`config.mk`:
```
export PLATFORM = sky130hd
export DESIGN_NAME = max_pool2x2_stream
export DESIGN_NICKNAME = d
export VERILOG_FILES = /design/src/rtl/max_pool2x2_stream.sv
export SDC_FILE = /design/constraint.sdc
export NUM_CORES = 1
export LEC_CHECK = 0
export ABC_AREA = 0
export BUFFER_PORTS_ARGS = -buffer_cell sky130_fd_sc_hd__buf_2
export CAP_MARGIN = 20
export CORE_MARGIN = 2
export CORE_UTILIZATION = 35
export CTS_BUF_LIST = sky130_fd_sc_hd__clkbuf_8
export DETAILED_ROUTE_END_ITERATION = 10
export SYNTH_ARGS = -nofsm -noshare
export SYNTH_HDL_FRONTEND = slang
export SYNTH_SLANG_ARGS = --single-unit
export TNS_END_PERCENT = 5
```
`constraint.sdc`:
```
create_clock -name clk -period 3.2 [get_ports clk]
set_input_delay 0.64 -clock clk [delete_from_list [all_inputs] [get_ports clk]]
set_output_delay 0.64 -clock clk [all_outputs]
set_load 0.1 [all_outputs]
```
`src/rtl/max_pool2x2_stream.sv`:
```
// rtl/max_pool2x2_stream.sv - streaming 2x2 stride-2 signed max-pooling stage
//
// Purpose:
//   Takes one feature-map pixel per cycle in raster order. It emits one pooled
//   pixel per 2x2 window. Horizontal-pair maxima from each even row are kept in
//   a half-row line buffer. They are combined with the matching pair on the
//   following odd row, so no full frame is ever stored.
//
// Ports:
//   clk         rising-edge clock
//   rst_n       asynchronous active-low reset
//   in_valid    input pixel valid
//   in_ready    block can accept an input pixel this cycle
//   in_data     signed input pixel (DATA_W)
//   out_valid   pooled pixel valid
//   out_ready   downstream accepts the pooled pixel
//   out_data    signed pooled pixel (DATA_W)
//   out_last    marks the last pooled pixel of the frame
//   frame_done  one-cycle pulse following acceptance of the out_last pixel

module max_pool2x2_stream #(
    parameter int DATA_W  = 8,
    parameter int IMG_W   = 28,
    parameter int IMG_H   = 28,
    parameter bit RELU_EN = 1'b0
) (
    input  logic              clk,
    input  logic              rst_n,
    input  logic              in_valid,
    output logic              in_ready,
    input  logic [DATA_W-1:0] in_data,
    output logic              out_valid,
    input  logic              out_ready,
    output logic [DATA_W-1:0] out_data,
    output logic              out_last,
    output logic              frame_done
);

    localparam int CW       = (IMG_W > 1) ? $clog2(IMG_W) : 1;
    localparam int RW       = (IMG_H > 1) ? $clog2(IMG_H) : 1;
    localparam int IW       = (IMG_W > 2) ? $clog2(IMG_W / 2) : 1;
    localparam int LB_DEPTH = 1 << IW;

    logic [CW-1:0]     col_q, col_d;
    logic [RW-1:0]     row_q, row_d;
    logic [DATA_W-1:0] pair_q;
    logic              out_valid_q, out_valid_d;
    logic [DATA_W-1:0] out_data_q;
    logic              out_last_q;
    logic              frame_done_q;

    // Line buffer is not reset: every entry is written on an even row before
    // the odd row below it reads it back.
    logic [DATA_W-1:0] line_buf [LB_DEPTH];

    logic              in_xfer;
    logic              load;
    logic              last_pix;
    logic [IW-1:0]     lb_idx;
    logic [DATA_W-1:0] lb_rd;
    logic [DATA_W-1:0] h_max;
    logic [DATA_W-1:0] v_max;
    logic [DATA_W-1:0] result;

    // A single output register, so the input may advance only when that
    // register is empty or is being drained in the same cycle.
    assign in_ready = !out_valid_q || out_ready;
    assign in_xfer  = in_valid && in_ready;
    assign load     = in_xfer && col_q[0] && row_q[0];
    assign last_pix = (row_q == RW'(IMG_H - 1)) && (col_q == CW'(IMG_W - 1));
    assign lb_idx   = IW'(col_q >> 1);
    assign lb_rd    = line_buf[lb_idx];

    assign h_max  = ($signed(in_data) > $signed(pair_q)) ? in_data : pair_q;
    assign v_max  = ($signed(h_max) > $signed(lb_rd)) ? h_max : lb_rd;
    assign result = (RELU_EN && v_max[DATA_W-1]) ? '0 : v_max;

    always_comb begin
        col_d = col_q;
        row_d = row_q;
        if (in_xfer) begin
            if (col_q == CW'(IMG_W - 1)) begin
                col_d = '0;
                row_d = (row_q == RW'(IMG_H - 1)) ? '0 : row_q + RW'(1);
            end else begin
                col_d = col_q + CW'(1);
            end
        end
    end

    // A new result may load while the old one is being accepted. That keeps
    // out_valid high, so the stage runs at full throughput.
    assign out_valid_d = load || (out_valid_q && !out_ready);

    always_ff @(posedge clk or negedge rst_n) begin
        if (!rst_n) begin
            col_q        <= '0;
            row_q        <= '0;
            pair_q       <= '0;
            out_valid_q  <= 1'b0;
            out_data_q   <= '0;
            out_last_q   <= 1'b0;
            frame_done_q <= 1'b0;
        end else begin
            col_q        <= col_d;
            row_q        <= row_d;
            out_valid_q  <= out_valid_d;
            frame_done_q <= out_valid_q && out_ready && out_last_q;
            if (in_xfer && !col_q[0]) begin
                pair_q <= in_data;
            end
            if (load) begin
                out_data_q <= result;
                out_last_q <= last_pix;
            end
        end
    end

    always_ff @(posedge clk) begin
        if (in_xfer && col_q[0] && !row_q[0]) begin
            line_buf[lb_idx] <= h_max;
        end
    end

    assign out_valid  = out_valid_q;
    assign out_data   = out_data_q;
    assign out_last   = out_last_q;
    assign frame_done = frame_done_q;

endmodule

```
==> summary.md <==
| Metric | Value |
|---|---|
| Status | `complete, but fails checks` |
| Failing checks | `setup timing` |
| Die Wd | `143 µm` |
| Clock latency on the worst-skew pair | `0.45 ns` |
| Share of the synthesized area in the top cell type | `a little under three fifths` |
| Worst setup EP type | `flip-flop` |
| Max Fanout on Critical Path | `5` |
| Setup slack, reg-to-reg | `-0.05 ns` |
| DR top layer | `met4` |
| Routability cong. | `about 0.8` |
| Length of routed met3 wiring | `roughly 570 µm` |
| Initial antenna violation count | `0` |
| Hold slack | `0.227 ns` |
| MaxCap Viol Count | `0` |
| Cells after DPL | `730` |
| Largest net degree at the start of global routing | `30` |
| Final Cycle Share | `102%` |
| Arr. time, crit path | `3.58 ns` |
| Synth cell types | `44` |
| Final ANT Viol Nets | `0` |
| CTS max path bufs | `2` |
| Effective utilization at floorplan | `a little over a third` |
| First-pass GRT wire length | `22600 µm` |
| Synth Register Bits | `157` |
| Hold buffer count at cts | `0` |
| CP Launch Type | `flip-flop` |
| Asr flop ratio synth | `18.5%` |
| HP Class | `in2async` |
| Static leakage | `3.05 nW` |
| Final Hold Fails | `0` |
| Synth warnings | `0` |
| Achievable Freq | `between 300 and 400 MHz` |
| Fin cells | `768` |
| DR iter-0 viols | `248` |
| Top_reg_cell synth | `edfxtp_1` |
| Leading area contributor after synthesis | `edfxtp_1` |
| IO Port Bufs | `23` |
| Clk_skew | `0.0102 ns` |
| Setup ws final | `-0.0525 ns` |
| Avg Inst Size Synth | `16.8 µm²` |
| HPWL reported at the end of detailed placement | `9900 µm` |
| # rows | `50` |
| Family with the most delay on the worst path | `compound AO/OA/AOI/OAI gates` |
| Via Count | `3883` |
| Critical path, cell by cell | `inv_1 -> ha_4 -> a21oi_1 -> o221a_4 -> o22ai_4 -> buf_6 -> mux2_4 -> ha_4 -> nand3b_1 -> a21o_1 -> a211o_4 -> nor3b_1 -> a221o_1` |
| H-Tree Depth | `4` |
| Final TNS setup | `-0.328 ns` |
| Inserted Clock Buffers | `17` |
| Post-synth EDFFs | `128` |
| Normalized max-slew margin | `a little under half` |
| Post-synthesis cell area | `6780 µm²` |
| Final WL | `14700 µm` |
| Ant diodes | `0` |
| CP bufs+invs | `2` |
| Syn nets | `433` |
| WL/cell | `19.1 µm` |
| Seq/Total Area, Yosys | `67.4%` |
| Number of fill cells | `between 1.5k and 2k` |
| Met2 wire len | `7470 µm` |
| Max IR drop VDD | `0.406 mV` |
| Final min period | `between 3 and 4 ns` |
| Metal1 wirelength | `6420 µm` |
| Overall routing resource usage | `15.3%` |
| Cell area power density | `966 nW/µm²` |
| DRC violations left | `0` |
| Layout area overhead | `22.7%` |
| Share of layout cells above drive strength 1 | `35.8%` |
| CP max stage delay | `0.37 ns` |
| Tightest Pin Transition | `a little over 0.8 ns` |
| Layout Nets | `525` |
| Slew Limit Fails | `0` |
| Setup Crit Path Kind | `reg2reg` |
| # setup viols final | `8` |
| CTS clock-pin slew for the worst setup and hold paths | `0.09 ns` |
| DRT Pass-1 Iters | `4` |
| Largest cells by area after synthesis | `edfxtp_1, dfrtp_1, mux4_1, mux4_2, ha_1` |
| Die Y | `143 µm` |
| Core Area | `18800 µm²` |
| Unrepaired setup endpoints after global routing | `yes` |
| Vias/cell | `5.06` |
| Num ports | `24` |
| Overflow after GRT | `0` |
| Clock sink count | `157` |
| CTS root buf | `clkbuf_8` |
| Slowest-stage cell, CP | `a211o_4` |
| CP dominant cell by count | `ha_4` |
| WP data required | `3.53 ns` |
| Die area | `roughly 21000 µm²` |
| Cells after synthesis | `403` |
| Vias in the first global route | `3982` |
| TritonCTS clock tree | `yes` |
-- metal layers --
| metal | up-vias | global-route usage, % |
|---|---|---|
| met5 | - | 0 |
| met1 | 1996 | 18.9 |
| met3 | 13 | 3.45 |
| met2 | 76 | 26.7 |
| met4 | 0 | 4.95 |
| li1 | 1798 | - |
-- cells in the mapped netlist, drive strengths merged, types with 2 or more instances --
master  number
edfxtp     128
mux4        32
nand2       30
dfrtp       29
nor2        25
ha          18
a22o        15
o21ai       14
inv         12
mux2        11
buf         10
nand3       10
a221o        8
clkbuf       8
nor3         7
nor3b        7
nand2b       4
nor2b        4
a21o         3
a21oi        3
nand3b       3
nand4        3
a22oi        2
and2         2
or4b         2
-- stage by stage --
stage | instance area, µm² | setup slack, ns | utilization [%] | power (mW)
3_3_place_gp | 7730 | -0.507 | 41.0 | 6.12
5_1_grt | 8330 | -0.215 | 44.2 | 8.45
3_5_place_dp | 7730 | -0.550 | 41.0 | 6.21
2_1_floorplan | 6880 | -0.267 | - | 4.96
4_1_cts | 8320 | -0.0608 | 44.2 | 8.06
6_report | 8330 | -0.0525 | 44.2 | 8.04
-- timing repair --
action	in CTS	in global routing
pin swaps	17	2
endpoints found under the setup margin	8	8
setup buffers	5	0
resized for setup	28	2
cloned	1	0
-- cells in the final DEF, fill, tap and decap left out, types with 4 or more instances in the layout --
cell type | Yosys | final
dfrtp_1 | 29 | 28
nor3b_1 | 7 | 5
ha_1 | 18 | 7
nor2b_1 | 4 | 4
nor3_1 | 7 | 5
mux4_1 | 16 | 16
mux4_2 | 16 | 16
clkbuf_8 | 0 | 17
a22o_1 | 15 | 15
nand2_1 | 30 | 29
mux2_4 | 0 | 7
buf_2 | 5 | 23
inv_1 | 12 | 9
nand2b_1 | 4 | 4
nand3_1 | 10 | 9
buf_6 | 3 | 4
nor2_2 | 7 | 7
nor2_1 | 18 | 17
ha_4 | 0 | 11
a221o_1 | 8 | 8
buf_4 | 1 | 60
o21ai_0 | 14 | 13
edfxtp_1 | 128 | 128
-- power breakdown --
group | leakage (nW) | total, mW | switching, mW | internal, mW
combinational | 1.34 | 3.85 | 2.08 | 1.76
sequential | 1.54 | 2.82 | 0.146 | 2.67
clock | 0.180 | 1.37 | 0.747 | 0.626
-- cell families after synthesis --
group | count (synthesis) | share of synthesized area [%]
buffers and inverters | 30 | 2.14
xor gates and xnor gates | 1 | 0.129
AOI/OAI and AO/OA | 52 | 5.96
adders and majority gates | 18 | 3.32
DFF | 157 | 67.4
muxes | 43 | 13.3
and+or+nand+nor | 102 | 7.75
-- sequential cells by signal, summed over array words and instances, names as in the netlist --
register,count
line_buf,128
out_valid,1
row_q,5
out_data,8
frame_done,1
out_last,1
col_q,5
pair_q,8
-- path summary, 6_finish.rpt --
check                                       from                 endpoint  depth (start not counted)
setup / recovery           pair_q[5]$_DFFE_PN0P_  out_data[5]$_DFFE_PN0P_                         13
hold / removal                             rst_n    pair_q[4]$_DFFE_PN0P_                          1
min in group clk                       out_ready     frame_done$_DFF_PN0_                          2
max in group asynchronous                  rst_n     col_q[1]$_DFFE_PN0P_                          1
setup reg to reg           pair_q[5]$_DFFE_PN0P_  out_data[5]$_DFFE_PN0P_                         13
hold reg to reg             out_last$_DFFE_PN0P_     out_last$_DFFE_PN0P_                          2
-- final cells by class --
| type | instances | area, µm² | share of cell area, % |
|---|---|---|---|
| sequential | 157 | 4570 | 54.9 |
| multi-input combinational | 217 | 2340 | 28.1 |
| timing repair buffer | 90 | 671 | 8.06 |
| tap | 260 | 325 | 3.91 |
| clock buffer | 17 | 234 | 2.81 |
| clock inverter | 15 | 139 | 1.67 |
| inverter | 12 | 45.0 | 0.541 |
Power figures use the tool's default switching activity.
